$ cat src/rtl/icache_bank_arbiter_ic_if.sv
// Bus bundle between the fetch ports / SCM bank and one icache bank arbiter.
// The "slave" modport is the arbiter's view; "master" is the environment's view.
// Optional lock lines exist only when ICACHE_BANK_ARB_LOCK_EN is defined.
interface icache_bank_arbiter_ic_if #(
   parameter int N_MASTER   = 8,
   parameter int ADDR_WIDTH = 32,
   parameter int ID_WIDTH   = N_MASTER
);
   logic [N_MASTER-1:0]                 data_req_i;
   logic [N_MASTER-1:0][ADDR_WIDTH-1:0] data_add_i;
   logic [N_MASTER-1:0]                 data_gnt_o;
   logic                                bank_req_o;
   logic [ADDR_WIDTH-1:0]               bank_add_o;
   logic                                bank_gnt_i;
   logic                                data_r_valid_o;
   logic [ID_WIDTH-1:0]                 data_r_ID_o;
`ifdef ICACHE_BANK_ARB_LOCK_EN
   logic [N_MASTER-1:0]                 req_lock_i;

   modport slave (
      input  data_req_i, data_add_i, bank_gnt_i, req_lock_i,
      output data_gnt_o, bank_req_o, bank_add_o, data_r_valid_o, data_r_ID_o
   );
   modport master (
      output data_req_i, data_add_i, bank_gnt_i, req_lock_i,
      input  data_gnt_o, bank_req_o, bank_add_o, data_r_valid_o, data_r_ID_o
   );
`else
   modport slave (
      input  data_req_i, data_add_i, bank_gnt_i,
      output data_gnt_o, bank_req_o, bank_add_o, data_r_valid_o, data_r_ID_o
   );
   modport master (
      output data_req_i, data_add_i, bank_gnt_i,
      input  data_gnt_o, bank_req_o, bank_add_o, data_r_valid_o, data_r_ID_o
   );
`endif
endinterface

$ cat src/rtl/icache_bank_arbiter_ic.sv
// Per-bank request-side controller of the icache interconnect.
// Round-robin arbitration of N_MASTER fetch ports onto one SCM bank, plus a
// fixed-latency pipeline that replays the granted master as a one-hot
// response ID aligned with the bank's read data.
// Optional feature macro: ICACHE_BANK_ARB_LOCK_EN (per-master bank lock).
module icache_bank_arbiter_ic #(
   parameter int N_MASTER     = 8,
   parameter int ADDR_WIDTH   = 32,
   parameter int ID_WIDTH     = N_MASTER,
   parameter int RESP_LATENCY = 1
) (
   input logic                     clk,
   input logic                     rst,
   icache_bank_arbiter_ic_if.slave bus
);

   localparam int PTR_W = (N_MASTER > 1) ? $clog2(N_MASTER) : 1;
   localparam logic [PTR_W-1:0] LAST_IDX = PTR_W'(N_MASTER - 1);

   logic [PTR_W-1:0]                       r_ptr;
   logic [RESP_LATENCY-1:0]                r_vld;
   logic [RESP_LATENCY-1:0][ID_WIDTH-1:0]  r_id;

   logic [N_MASTER-1:0] w_req_eff;
   logic                w_lock_hold;
   logic                w_found;
   logic [PTR_W-1:0]    w_winner;
   logic                w_bank_req;
   logic                w_accept;
   logic [ID_WIDTH-1:0] w_onehot;

`ifdef ICACHE_BANK_ARB_LOCK_EN
   logic             r_lock_valid;
   logic [PTR_W-1:0] r_lock_owner;

   // Lock persists only while the owner keeps both request and lock asserted.
   assign w_lock_hold = r_lock_valid & bus.req_lock_i[r_lock_owner] & bus.data_req_i[r_lock_owner];
   assign w_req_eff   = w_lock_hold ? (N_MASTER'(1) << r_lock_owner) : bus.data_req_i;

   // Lock owner tracking: set by a locked accept, dropped when the owner releases.
   always_ff @(posedge clk) begin
      if (rst) begin
         r_lock_valid <= 1'b0;
         r_lock_owner <= {PTR_W{1'b0}};
      end else if (w_lock_hold) begin
         r_lock_valid <= 1'b1;
         r_lock_owner <= r_lock_owner;
      end else if (w_accept && bus.req_lock_i[w_winner]) begin
         r_lock_valid <= 1'b1;
         r_lock_owner <= w_winner;
      end else begin
         r_lock_valid <= 1'b0;
         r_lock_owner <= r_lock_owner;
      end
   end
`else
   assign w_lock_hold = 1'b0;
   assign w_req_eff   = bus.data_req_i;
`endif

   // Round-robin search: first requester at or after the pointer, wrapping.
   always_comb begin
      logic [PTR_W:0] v_idx;
      w_found  = 1'b0;
      w_winner = {PTR_W{1'b0}};
      v_idx    = {(PTR_W+1){1'b0}};
      for (int i = 0; i < N_MASTER; i++) begin
         v_idx = {1'b0, r_ptr} + (PTR_W+1)'(i);
         if (v_idx >= (PTR_W+1)'(N_MASTER)) begin
            v_idx = v_idx - (PTR_W+1)'(N_MASTER);
         end else begin
            v_idx = v_idx;
         end
         if (!w_found && w_req_eff[v_idx[PTR_W-1:0]]) begin
            w_found  = 1'b1;
            w_winner = v_idx[PTR_W-1:0];
         end else begin
            w_found  = w_found;
            w_winner = w_winner;
         end
      end
   end

   assign w_bank_req = ~rst & (|bus.data_req_i);
   assign w_accept   = w_bank_req & bus.bank_gnt_i;
   assign w_onehot   = w_found ? (ID_WIDTH'(1) << w_winner) : {ID_WIDTH{1'b0}};

   assign bus.bank_req_o = w_bank_req;
   assign bus.bank_add_o = w_found ? bus.data_add_i[w_winner] : {ADDR_WIDTH{1'b0}};
   assign bus.data_gnt_o = (w_found && w_accept) ? (N_MASTER'(1) << w_winner) : {N_MASTER{1'b0}};

   // Priority pointer: moves past the winner on every accepted, unlocked request.
   always_ff @(posedge clk) begin
      if (rst) begin
         r_ptr <= {PTR_W{1'b0}};
      end else if (w_accept && !w_lock_hold) begin
         r_ptr <= (w_winner == LAST_IDX) ? {PTR_W{1'b0}} : (w_winner + PTR_W'(1));
      end else begin
         r_ptr <= r_ptr;
      end
   end

   // Response pipeline: {valid, one-hot ID} shifted once per cycle, never stalls.
   always_ff @(posedge clk) begin
      if (rst) begin
         r_vld <= {RESP_LATENCY{1'b0}};
         r_id  <= {(RESP_LATENCY*ID_WIDTH){1'b0}};
      end else begin
         r_vld[0] <= w_accept;
         r_id[0]  <= w_accept ? w_onehot : {ID_WIDTH{1'b0}};
         for (int s = 1; s < RESP_LATENCY; s++) begin
            r_vld[s] <= r_vld[s-1];
            r_id[s]  <= r_id[s-1];
         end
      end
   end

   assign bus.data_r_valid_o = r_vld[RESP_LATENCY-1];
   assign bus.data_r_ID_o    = r_vld[RESP_LATENCY-1] ? r_id[RESP_LATENCY-1] : {ID_WIDTH{1'b0}};

endmodule

$ cat src/flat_wrapper.sv
// flat-port wrapper written by rule: the top's interface ports become plain ports
module icache_bank_arbiter_ic_flat 
#(
   parameter int N_MASTER     = 8,
   parameter int ADDR_WIDTH   = 32,
   parameter int ID_WIDTH     = N_MASTER,
   parameter int RESP_LATENCY = 1
)
  (clk, rst, bus_data_req_i, bus_data_add_i, bus_bank_gnt_i, bus_data_gnt_o, bus_bank_req_o, bus_bank_add_o, bus_data_r_valid_o, bus_data_r_ID_o);
  icache_bank_arbiter_ic_if #(.N_MASTER(N_MASTER), .ADDR_WIDTH(ADDR_WIDTH), .ID_WIDTH(ID_WIDTH)) bus_i ();
  input logic clk;
  input logic rst;
  input wire logic [$bits(bus_i.data_req_i)-1:0] bus_data_req_i;
  input wire logic [$bits(bus_i.data_add_i)-1:0] bus_data_add_i;
  input wire logic [$bits(bus_i.bank_gnt_i)-1:0] bus_bank_gnt_i;
  output wire logic [$bits(bus_i.data_gnt_o)-1:0] bus_data_gnt_o;
  output wire logic [$bits(bus_i.bank_req_o)-1:0] bus_bank_req_o;
  output wire logic [$bits(bus_i.bank_add_o)-1:0] bus_bank_add_o;
  output wire logic [$bits(bus_i.data_r_valid_o)-1:0] bus_data_r_valid_o;
  output wire logic [$bits(bus_i.data_r_ID_o)-1:0] bus_data_r_ID_o;
  assign bus_i.data_req_i = bus_data_req_i;
  assign bus_i.data_add_i = bus_data_add_i;
  assign bus_i.bank_gnt_i = bus_bank_gnt_i;
  assign bus_data_gnt_o = bus_i.data_gnt_o;
  assign bus_bank_req_o = bus_i.bank_req_o;
  assign bus_bank_add_o = bus_i.bank_add_o;
  assign bus_data_r_valid_o = bus_i.data_r_valid_o;
  assign bus_data_r_ID_o = bus_i.data_r_ID_o;
  icache_bank_arbiter_ic #(.N_MASTER(N_MASTER), .ADDR_WIDTH(ADDR_WIDTH), .ID_WIDTH(ID_WIDTH), .RESP_LATENCY(RESP_LATENCY)) u_core (.clk(clk), .rst(rst), .bus(bus_i));
endmodule
$ cat config.mk
export PLATFORM = sky130hd
export DESIGN_NAME = icache_bank_arbiter_ic_flat
export DESIGN_NICKNAME = d
export VERILOG_FILES = /design/src/rtl/icache_bank_arbiter_ic_if.sv /design/src/rtl/icache_bank_arbiter_ic.sv /design/src/flat_wrapper.sv
export SDC_FILE = /design/constraint.sdc
export NUM_CORES = 1
export LEC_CHECK = 0
export ABC_AREA = 0
export CAP_MARGIN = 40
export CORE_ASPECT_RATIO = 0.8
export CORE_MARGIN = 4
export CORE_UTILIZATION = 45
export CTS_BUF_LIST = sky130_fd_sc_hd__clkbuf_16
export DETAILED_ROUTE_END_ITERATION = 8
export PLACE_DENSITY = 0.84
export REMOVE_ABC_BUFFERS = 1
export SLEW_MARGIN = 5
export SYNTH_ARGS = -nofsm -noshare
export SYNTH_HDL_FRONTEND = slang
export SYNTH_SLANG_ARGS = --single-unit
$ cat constraint.sdc
create_clock -name clk -period 6.19 [get_ports clk]
set_input_delay 1.238 -clock clk [delete_from_list [all_inputs] [get_ports clk]]
set_output_delay 1.238 -clock clk [all_outputs]
set_load 0.03 [all_outputs]
==> results by group <==
CTS
  – Clock edge transition at the registers on the reported setup and hold paths: 40 ps
  – Number of buffers inserted for hold repair after clock tree synthesis: 0
  – Sinks on Clock Net: 12
  – Clock latency of the later-clocked register in the worst-skew pair: about 240 ps
  – Total CTS buffers: 3
  – CTS tree: done
  – Clock tree buffer depth: 2
  – CTS HTree Levels: 1
  – Cell chosen for the clock root: clkbuf_16

Timing
  – Slew Limit Fails: 0
  – Count of endpoints failing setup in the final report: 0
  – Clock period minus final worst setup slack: 6100 ps
  – Final critical-path share of the clock period: 0.986
  – Final hold violation count: 0
  – Worst relative slew slack: 0.453
  – Minimum hold slack: 598 ps
  – Worst clock skew on the final layout: 1.53 ps
  – Maximum clock frequency: approximately 0.16 GHz
  – Setup repair after global routing missed its margin: false
  – Transition time of the tightest slew-check pin: 820 ps
  – Final critical-path setup slack: 87.9 ps

Setup path
  – Critical Path Start: bus_data_req_i[4]
  – Kind of end point of the critical path: output pin
  – Reg2reg start: u_core.r_ptr[0]
  – Critical path launch point type: primary input
  – Flop2flop setup slack: 1980 ps
  – Critical path class: primary input to output pin
  – Data arrival time of the critical path: 4860 ps
  – Worst r2r path cells: 12
  – Maximum fanout encountered on the critical timing path: 31
  – Worst EP required: between 4000 and 5000 ps

Cells and area
  – Final Net Count: 1479
  – Layout-stage area growth over the synthesis result: 43.9%
  – Fill cell instance count of the final layout: 1378
  – Proportion of layout cells with a drive suffix above 1: 0.122
  – Final Core Density: 0.659

Min path
  – Hold/Removal Path Class: register to register
  – Worst Hold Depth: 2
  – Startpoint of the tightest hold check path: u_core.r_ptr[0]

Place
  – Pre-CTS setup slack: between 70 and 80 ps
  – DPL Wire Length: 22.2 mm
  – Port Buffers: 316
  – Global placer's final weighted congestion: roughly 0.97

Synthesis
  – Post-synth top area cell: o311a_1
  – Synth Flop Type: dfxtp_1
  – Synth warn: 0
  – Top post-synthesis cells by count: 131 x o21ai_0, 128 x o221ai_1, 128 x o311a_1
  – Async S/R FF share, synth: 0
  – Share of the yosys chip area belonging to registers: 0.0318
  – Cell count after synthesis: about 1000
  – Area share of the leading cell type in the synthesized netlist: 0.170
  – Post-Syn Area per Cell: 7.39 um2
  – Cell types with the largest area share after synthesis: o311a_1 17%, o221ai_1 15%, o21ai_0 8.7%
  – Total of flip-flops plus latches after synthesis: 12
  – Mapped cell area: 7550 um2
  – Number of library cell types mapped by synthesis: 59
  – Number of flops mapped to enable cells by yosys: 0
  – Most frequent cell after synthesis: o21ai_0

Job
  – Max-cap violations: 0

Floorplanning
  – Total number of placement rows: 42
  – Starting density of the core: 0.458
  – Core Area: 16500 um2
  – Count of pins on the block boundary: roughly 320
  – Die X-Extent: 153 um
  – Area enclosed by the die boundary: 18900 um2
  – Die H: 124 um

Detailed routing
  – Count of unresolved DRC violations after routing: 0
  – Drt initial violations: ~1300
  – Residual antenna-violating net count after detailed routing: 0
  – Total number of vias: about 11000
  – Total Wirelength: 33.2 mm
  – Via-per-instance ratio: 7.48
  – Number of detailed-routing iterations run before antenna repair: 6
  – Final routed wire length divided by cell count: about 23 um

GRT
  – Global-route wire length before repair: approximately 50 mm
  – Number of antenna violations at the first check in global routing: 1
  – Vias in the first global route: 9204
  – Overflow left after global routing: 0
  – Total global routing track utilization: 0.314
  – Maximum number of pins on one net before global-route repair: 96

Run status
  – Status: finished, final reports clean
## area by class of cell
cell class                      instances  area [um2]  area share
Timing Repair Buffer                  376        3820       0.352
Tap cell                              220         275      0.0253
Inverter                               71         267      0.0245
Clock buffer                            3        75.1     0.00691
Antenna cell                            1        2.50    0.000230
Sequential cell                        12         240      0.0221
Multi-Input combinational cell        740        6180       0.569
## metrics by stage
step	setup TNS, ps	std cells	instance area [um2]
finish	0	1423	10900
global route	0	1423	10900
CTS	0	1415	10800
detailed placement	0	1412	10700
global placement	0	1410	10700
floorplan	-328560	823	6650
## state kept, by name, summed over array words and instances (netlist names)
name / flops
u_core.bus.data_r_valid_o: 1
u_core.r_id: 8
u_core.r_ptr: 3
## worst max-delay path, stage by stage
cell and delay (ps):
clkdlybuf4s50_1 550, mux4_2 600, mux2_2 330, or3_2 660
o22ai_4 310, buf_12 240, buf_4 240, o32ai_1 120
o2111ai_1 200, nand4_1 160, buf_4 210
## per-layer routing
metal  vias up  share of wire  global-route usage  wire, um
met5         -              0                   0         0
met2       778           0.45               0.498     15000
met4         0          0.035               0.101      1150
met1      4961           0.40               0.425     13100
li1       4813              -                   -         -
met3        93           0.12              0.0750      3960
## repair_timing
action                     in CTS  in global routing
setup endpoints to repair       0                 12
setup buffers                   0                  6
resized for setup               0                  1
## logic make-up after synthesis
| kind of cell | Yosys count | synth area share |
|---|---|---|
| xor gates and xnor gates | 5 | 0.00580 |
| DFF | 12 | 0.0318 |
| muxes | 31 | 0.0664 |
| AOI/OAI and AO/OA | 601 | 0.649 |
| adders and majority gates | 8 | 0.0132 |
| buffers and inverters | 270 | 0.155 |
| and+or+nand+nor | 95 | 0.0785 |
## path summary, 6_finish.rpt
check,to
max,bus_bank_add_o[9]
min,u_core.r_ptr[0]
max reg2reg,u_core.r_ptr[2]
min reg2reg,u_core.r_ptr[0]
## layout by cell type, fill, tap and decap left out, drive strengths merged, types with 14 or more instances in the layout
master / instances
clkdlybuf4s50: 276
mux4: 14
o31ai: 65
o221ai: 128
o32ai: 64
o21ai: 131
inv: 71
o2111ai: 64
o311a: 128
and3: 18
nand4: 33
buf: 99
Power is not shown: default switching activity piles up to over one toggle a cycle in this logic, so the estimate is an artifact.
